[src/rtl/store_v.sv]
// Vector store engine: pulls packed tiles from the buffer file and writes them element by element to DRAM.
// Optional STORE_ZERO_PAD_EN pads the final partial tile with zero writes up to the tile boundary.
module store_v #(
    parameter int DATA_WIDTH = 8,
    parameter int TILE_WIDTH = 256,
    parameter int ADDR_WIDTH = 24
) (
    input  logic                  clk,
    input  logic                  rst,
    input  logic                  valid_in,
    input  logic [ADDR_WIDTH-1:0] dram_addr,
    input  logic [9:0]            length,
    output logic                  tile_req,
    input  logic [TILE_WIDTH-1:0] tile_in,
    input  logic                  tile_in_valid,
    output logic                  mem_we,
    output logic [ADDR_WIDTH-1:0] mem_addr,
    output logic [DATA_WIDTH-1:0] mem_wdata,
    input  logic                  mem_ready,
    output logic                  busy,
    output logic                  valid_out
);
    localparam int TILE_ELEMS = TILE_WIDTH / DATA_WIDTH;
    localparam int TP_W       = $clog2(TILE_ELEMS);

    typedef enum logic [2:0] {IDLE, REQ_TILE, WAIT_TILE, WRITE, FINISH} state_t;

    state_t                                state;
    logic [ADDR_WIDTH-1:0]                 base;
    logic [9:0]                            len;
    logic [10:0]                           elem_cnt;
    logic [TP_W-1:0]                       tile_pos;
    logic [TILE_ELEMS-1:0][DATA_WIDTH-1:0] tile_q;

    logic [10:0]           elem_nxt;
    logic [TP_W-1:0]       pos_nxt;
    logic                  last_elem;
    logic                  last_in_tile;
    logic [DATA_WIDTH-1:0] nxt_data;

    always_comb begin
        elem_nxt     = elem_cnt + 11'd1;
        pos_nxt      = tile_pos + TP_W'(1);
        last_in_tile = (tile_pos == TP_W'(TILE_ELEMS - 1));
`ifdef STORE_ZERO_PAD_EN
        // Past len we keep writing zeros until the tile boundary closes the op.
        last_elem = (elem_nxt >= {1'b0, len}) && last_in_tile;
        nxt_data  = (elem_nxt < {1'b0, len}) ? tile_q[pos_nxt] : '0;
`else
        last_elem = (elem_nxt == {1'b0, len});
        nxt_data  = tile_q[pos_nxt];
`endif
    end

    always_ff @(posedge clk or posedge rst) begin
        if (rst) begin
            state     <= IDLE;
            base      <= '0;
            len       <= '0;
            elem_cnt  <= '0;
            tile_pos  <= '0;
            tile_q    <= '0;
            tile_req  <= 1'b0;
            mem_we    <= 1'b0;
            mem_addr  <= '0;
            mem_wdata <= '0;
            busy      <= 1'b0;
            valid_out <= 1'b0;
        end else begin
            tile_req  <= 1'b0;
            valid_out <= 1'b0;
            case (state)
                IDLE: begin
                    if (valid_in) begin
                        base     <= dram_addr;
                        len      <= length;
                        elem_cnt <= '0;
                        tile_pos <= '0;
                        busy     <= 1'b1;
                        if (length == 10'd0) begin
                            state <= FINISH;
                        end else begin
                            state    <= REQ_TILE;
                            tile_req <= 1'b1;
                        end
                    end
                end
                REQ_TILE: state <= WAIT_TILE;
                WAIT_TILE: begin
                    if (tile_in_valid) begin
                        tile_q    <= tile_in;
                        tile_pos  <= '0;
                        state     <= WRITE;
                        mem_we    <= 1'b1;
                        mem_addr  <= base + ADDR_WIDTH'(elem_cnt);
                        mem_wdata <= tile_in[DATA_WIDTH-1:0];
                    end
                end
                WRITE: begin
                    // Address/data only advance on acceptance, so a stall holds them.
                    if (mem_ready) begin
                        elem_cnt <= elem_nxt;
                        tile_pos <= pos_nxt;
                        if (last_elem) begin
                            mem_we <= 1'b0;
                            state  <= FINISH;
                        end else if (last_in_tile) begin
                            mem_we   <= 1'b0;
                            state    <= REQ_TILE;
                            tile_req <= 1'b1;
                        end else begin
                            mem_addr  <= base + ADDR_WIDTH'(elem_nxt);
                            mem_wdata <= nxt_data;
                        end
                    end
                end
                FINISH: begin
                    state     <= IDLE;
                    busy      <= 1'b0;
                    valid_out <= 1'b1;
                end
                default: state <= IDLE;
            endcase
        end
    end
endmodule

[config.mk]
export PLATFORM = sky130hd
export DESIGN_NAME = store_v
export DESIGN_NICKNAME = d
export VERILOG_FILES = /design/src/rtl/store_v.sv
export SDC_FILE = /design/constraint.sdc
export NUM_CORES = 1
export LEC_CHECK = 0
export ABC_CLOCK_PERIOD_IN_PS = 16000
export CAP_MARGIN = 15
export CORE_UTILIZATION = 50
export CTS_BUF_LIST = sky130_fd_sc_hd__clkbuf_2
export DETAILED_ROUTE_END_ITERATION = 10
export GPL_TIMING_DRIVEN = 0
export HOLD_SLACK_MARGIN = 0.02
export PLACE_DENSITY = 0.8
export SLEW_MARGIN = 20
export SYNTH_ARGS = -nofsm -noshare
export SYNTH_HDL_FRONTEND = slang
export SYNTH_SLANG_ARGS = --single-unit
[constraint.sdc]
create_clock -name clk -period 16 [get_ports clk]
set_input_delay 3.2 -clock clk [delete_from_list [all_inputs] [get_ports clk]]
set_output_delay 3.2 -clock clk [all_outputs]
set_load 0.01 [all_outputs]
* Word-level counts from Yosys, hierarchy flattened
Index checks and enable logic that the tools add are counted.
** Word-level totals
- Register bits :: 345
- Output and inout port bits :: 36
- Word-level logic and storage cells :: 114
** Operators by class
- $add $sub $neg :: 4
- $lt $le $gt $ge :: 1
- Equality and inequality tests :: 12
- Mux-type cells :: 40
- Reduce and logical (&&, ||, !) cells :: 14
** Operators with widths (number)
- $mux 24 :: 4
- $add 24x11->24 :: 2
- $pmux 24 s2 :: 1
- $bmux 8 s5 :: 1
- $mux 8 :: 5
- $mux 11 :: 2
- $pmux 11 s2 :: 1
- $mux 3 :: 6
- $pmux 8 s2 :: 1
- $mux 5 :: 3
- $pmux 5 s3 :: 1
- $pmux 3 s4 :: 1
- $reduce_and 4->1 :: 3
- $add 11x1->11 const B :: 1
- $eq 11x10->1 :: 1
- $mux 1 :: 11
- $logic_not 10->1 :: 1
- $ne 2x2->1 const B :: 5
- $eq 3x2->1 const B :: 2
- $lt 5x6->1 const B :: 1
- $pmux 1 s2 :: 3
- $reduce_and 2->1 :: 3
- $reduce_bool 2->1 :: 3
- $add 5x1->5 const B :: 1
- 8 further kinds :: 8

* Logic depth before layout (Yosys ltp)
- Word-level depth :: 7
- Depth in mapped cells :: 16

* Least setup slack after synthesis
Ideal clock, no wire load.
- Kind :: input to register
- From :: input port tile_in_valid
- To :: register tile_q[152] in the netlist's numbering
- Setup time :: 0.125 ns
- Data arrival time :: 4.507 ns
- Required time :: 15.875 ns
- Setup slack :: 11.368 ns
- Cell stages on the path :: 5
- Path through :: nand2_1 > nor2_1 > clkbuf_1 > clkbuf_1 > mux2_2
** On the way
- Word-level cells in the longest chain between the ends :: 1
** RTL lines
- from (decl) :: line 15 : input logic tile_in_valid,
- $reduce_and 2->1 (no source line)
- to (signal assigned) :: line 91 : tile_q <= tile_in;
- to (decl) :: line 33 : logic [TILE_ELEMS-1:0][DATA_WIDTH-1:0] tile_q;
No other way between the ends.
A chain may end at the register's enable or synchronous reset.

* Final worst setup path
- From :: register mem_wdata[0]
- To :: output port mem_wdata[0]
** RTL lines
- from (decl) :: line 18 : output logic [DATA_WIDTH-1:0] mem_wdata,
- from (signal assigned) :: line 96 : mem_wdata <= tile_in[DATA_WIDTH-1:0];
- from (signal assigned) :: line 113 : mem_wdata <= nxt_data;
No word-level cell between the ends.

==> reports/metrics.csv <==
stage,metric,value,unit
floorplanning,width of the die,184.4,um
floorplanning,initial core utilization,50.98,%
detailed_routing,post-route ant nets,0,
critical_path,worst path cell trace,clkdlybuf4s50_1,
clocking,# H-tree levels,3,
clocking,post_cts resized,0,
global_route,antenna violations before repair,19,
timing,Slew HR,39.31,%
synthesis,Post-synth ARST share,100.0,%
critical_path,reg2reg end,mem_addr[18],
detailed_routing,via count,11860,
timing,RSZ-0062 raised after global routing,no,
critical_path,"slowest stage delay, CP",0.60,ns
detailed_routing,Detailed Routing Iterations Pass 1,5,
critical_path,R2R Setup Slk,11.10,ns
global_route,total global-route track usage,27.44,%
timing,Setup WS post-layout,10.88,ns
synthesis,XOR/XNOR Fraction of Synth Area,2.310,%
final_layout,"Core Util, Final",65.72,%
worst_hold_path,HP Class,reg2reg,
placement,Place WS,9.925,ns
placement,Final Wtd Congestion,0.8856,
clocking,total clock buffers created by CTS,89,
timing,Hold Slack,0.4860,ns
clocking,CTS root buffer,clkbuf_2,
synthesis,Post-Synth Simple-Gate Area,6.102,%
global_route,first-pass GRT wire length,69810,um
synthesis,largest family of logic cells by synthesized area,multiplexers,
detailed_routing,drt via density,5.543,
detailed_routing,drt drc,0,
final_layout,layout cells sized above 1,33.00,%
pwr,Internal,0.002668,W
critical_path,Setup crit start,mem_wdata[0],
global_route,largest net degree at the start of global routing,106,
clocking,clock slew at reported path FFs,0.11,ns
synthesis,Yosys cell types,56,
synthesis,"Warnings, synthesis",0,
synthesis,Avg Synthesized Cell Area,13.78,um^2
critical_path,WS Path Type,reg2out,
final_layout,"commonest non-fill, non-tap cells in the layout","dfrtp_1, clkdlybuf4s50_1, mux2_2",
floorplanning,core area,0.03262,mm^2
critical_path,Worst Path Buf+Inv,1,
critical_path,Worst setup EP type,output port,
synthesis,mux contribution to synthesized area,31.60,%
run,Max Cap Viol,0,
floorplanning,Cell Rows,66,
final_layout,fillers,2485,
final_layout,Final nets,1944,
pwr,power share of the sequential group,37.0,%
final_layout,Area Overhead vs Synth,28.91,%
timing,Setup-failing EPs final,0,
synthesis,Post-Syn Nets,1520,
clocking,hold bufs inserted after CTS,0,
synthesis,Compound-Gate Fraction of Synth Area,4.379,%
synthesis,Mapped Area,0.01663,mm^2
critical_path,depth of the most critical reg-to-reg path,16,
pwr,PD cells,193.6,mW/mm^2
pwr,Final Power,0.004151,W
critical_path,WP data arrival,1.92,ns
clocking,CTS sink count,345,
synthesis,post-synthesis sequential area ratio,51.92,%
clocking,TritonCTS clock tree,built,
detailed_routing,Routed WL per cell,21.21,um
critical_path,"critical path fanouts, max",2,
final_layout,"commonest non-fill, non-tap cell in the layout",dfrtp_1,
pwr,Leakage,9.076,nW
critical_path,reg2reg start,state[1],
timing,skew final,0.1324,ns
timing,final hold violations,0,
status,status,"complete, no violations",
placement,DP Wirelength,34290,um
critical_path,crit start category,flop,
global_route,vias in the first global route,12650,
floorplanning,height of the chip,184.4,um
timing,pin slew with the least headroom to its limit,0.9034,ns
clocking,CTS Buffer Depth,3,
final_layout,post-route insts no fill,2140,
critical_path,crit-path leading delay family,buffers and inverters,
clocking,postcts setup bufs,0,
floorplanning,top-level I/O count,331,
timing,final slew viol count,0,
global_route,Overflow after GRT,0,
critical_path,Worst Setup EP,mem_wdata[0],
synthesis,post-synthesis cell count,1207,
synthesis,top_reg_cell synth,dfrtp_1,
placement,Placed Cells,1982,
timing,fin crit period,5.122,ns
synthesis,Post-synth EDFFs,0,
pwr,switching share of power,35.72,%
placement,Port Buf Inserts,330,
synthesis,Adder-Cell Fraction of Synth Area,1.400,%
synthesis,post-synthesis register bit count,345,
detailed_routing,WL final,45380,um
timing,Max Clock Freq,195.2,MHz
floorplanning,die area,0.03399,mm^2
timing,Final Cycle Share,32.01,%
detailed_routing,Initial DRC Count,664,
pwr,P_sw,0.001483,W
clocking,Clock Latency Late Sink,0.97,ns
critical_path,CP Depth,1,
pwr,Clock Power Share,15.4,%
pwr,VDD IR max,0.09086,mV
pwr,Logic pwr share,47.6,%
critical_path,CP max stage cell,clkdlybuf4s50_1,
critical_path,Critical Path RT,12.80,ns
Yosys cell counts (all sizes together) (22+ instances only):
| cell | number | area (um^2) |
|---|---|---|
| dfrtp | 345 | 8633 |
| mux2 | 321 | 3724 |
| nand2 | 76 | 285.3 |
| mux4 | 64 | 1441 |
| clkbuf | 52 | 196.4 |
| nor2 | 34 | 127.6 |
| o21ai | 32 | 160.2 |
| xnor2 | 31 | 271.5 |
| nand3 | 29 | 145.1 |
| nor3 | 26 | 130.1 |
| buf | 23 | 131.4 |
| a21oi | 22 | 110.1 |
per-stage QoR:
stage,cell area [um^2],TNS [ns]
finish,21440,0
CTS,21400,0
global route,21430,0
global placement,20480,-250.54
detailed placement,20570,0
floorplan,16630,0
how the worst min path moves through the flow:
| stage | startpoint | endpoint | slack (ns) | cells after the start |
|---|---|---|---|---|
| after global placement | tile_pos[4] | tile_pos[4] | 0.47 | 2 |
| after global routing | tile_q[126] | tile_q[126] | 0.52 | 1 |
| after CTS | state[2] | state[1] | 0.49 | 1 |
| after detailed placement | tile_pos[4] | tile_pos[4] | 0.49 | 2 |
| final | state[2] | state[1] | 0.49 | 1 |
| after floorplan | tile_pos[4] | tile_pos[4] | 0.46 | 2 |
cells by family after synthesis:
group / Yosys count
mux: 394
buf+inv: 89
flops: 345
compound gates: 106
fa+ha+maj: 18
xor+xnor: 43
simple gates: 212
sequential cells by signal, indices dropped and copies added, names as in the netlist:
register / cells
base: 24
tile_q: 256
mem_we: 1
busy: 1
elem_cnt: 11
len: 10
mem_wdata: 8
tile_req: 1
mem_addr: 24
tile_pos: 5
valid_out: 1
state: 3
worst register-to-register path, stage by stage, from the launching register on:
cell and delay, ns:
dfrtp_1 0.36, clkbuf_1 0.31, nand3_1 0.48, inv_1 0.19, clkbuf_1 0.46, buf_2 0.36
ha_1 0.28, inv_1 0.06, ha_1 0.17, inv_1 0.06, fa_1 0.40, nor2b_1 0.23
o311ai_0 0.23, a31oi_1 0.50, o2111ai_1 0.21, xnor2_1 0.16, mux2_4 0.26
layer usage:
metal  track usage, %  up-vias  routed length [um]
met1            33.14     5976               17700
met2            44.56      437               22360
li1                 -     5343                   -
met3            8.180       99                3545
met4            14.00        6                1734
met5                0        -                  37
area by class of cell:
class / instances / area, um^2 / share of cell area (%)
repair buffers: 333 / 3386 / 15.79
inverters: 14 / 60.06 / 0.2802
clock buffers: 132 / 660.6 / 3.082
well taps: 442 / 553.0 / 2.580
clock inverters: 10 / 160.2 / 0.7471
plain buffers: 75 / 327.8 / 1.529
flip-flops and latches: 345 / 8633 / 40.28
multi-input cells: 773 / 7615 / 35.52
diodes: 16 / 40.04 / 0.1868
power by group through the flow:
| stage | sequential (W) | clock, W | combinational (W) |
|---|---|---|---|
| 2_1_floorplan | 0.00149 | 0 | 0.00142 |
| 3_3_place_gp | 0.00153 | 0 | 0.00192 |
| 3_5_place_dp | 0.00155 | 0 | 0.00198 |
| 4_1_cts | 0.00153 | 0.000657 | 0.00198 |
| 5_1_grt | 0.00159 | 0.000703 | 0.00211 |
| 6_report | 0.00154 | 0.000639 | 0.00197 |
No activity file was read; power rests on OpenSTA's default activity.
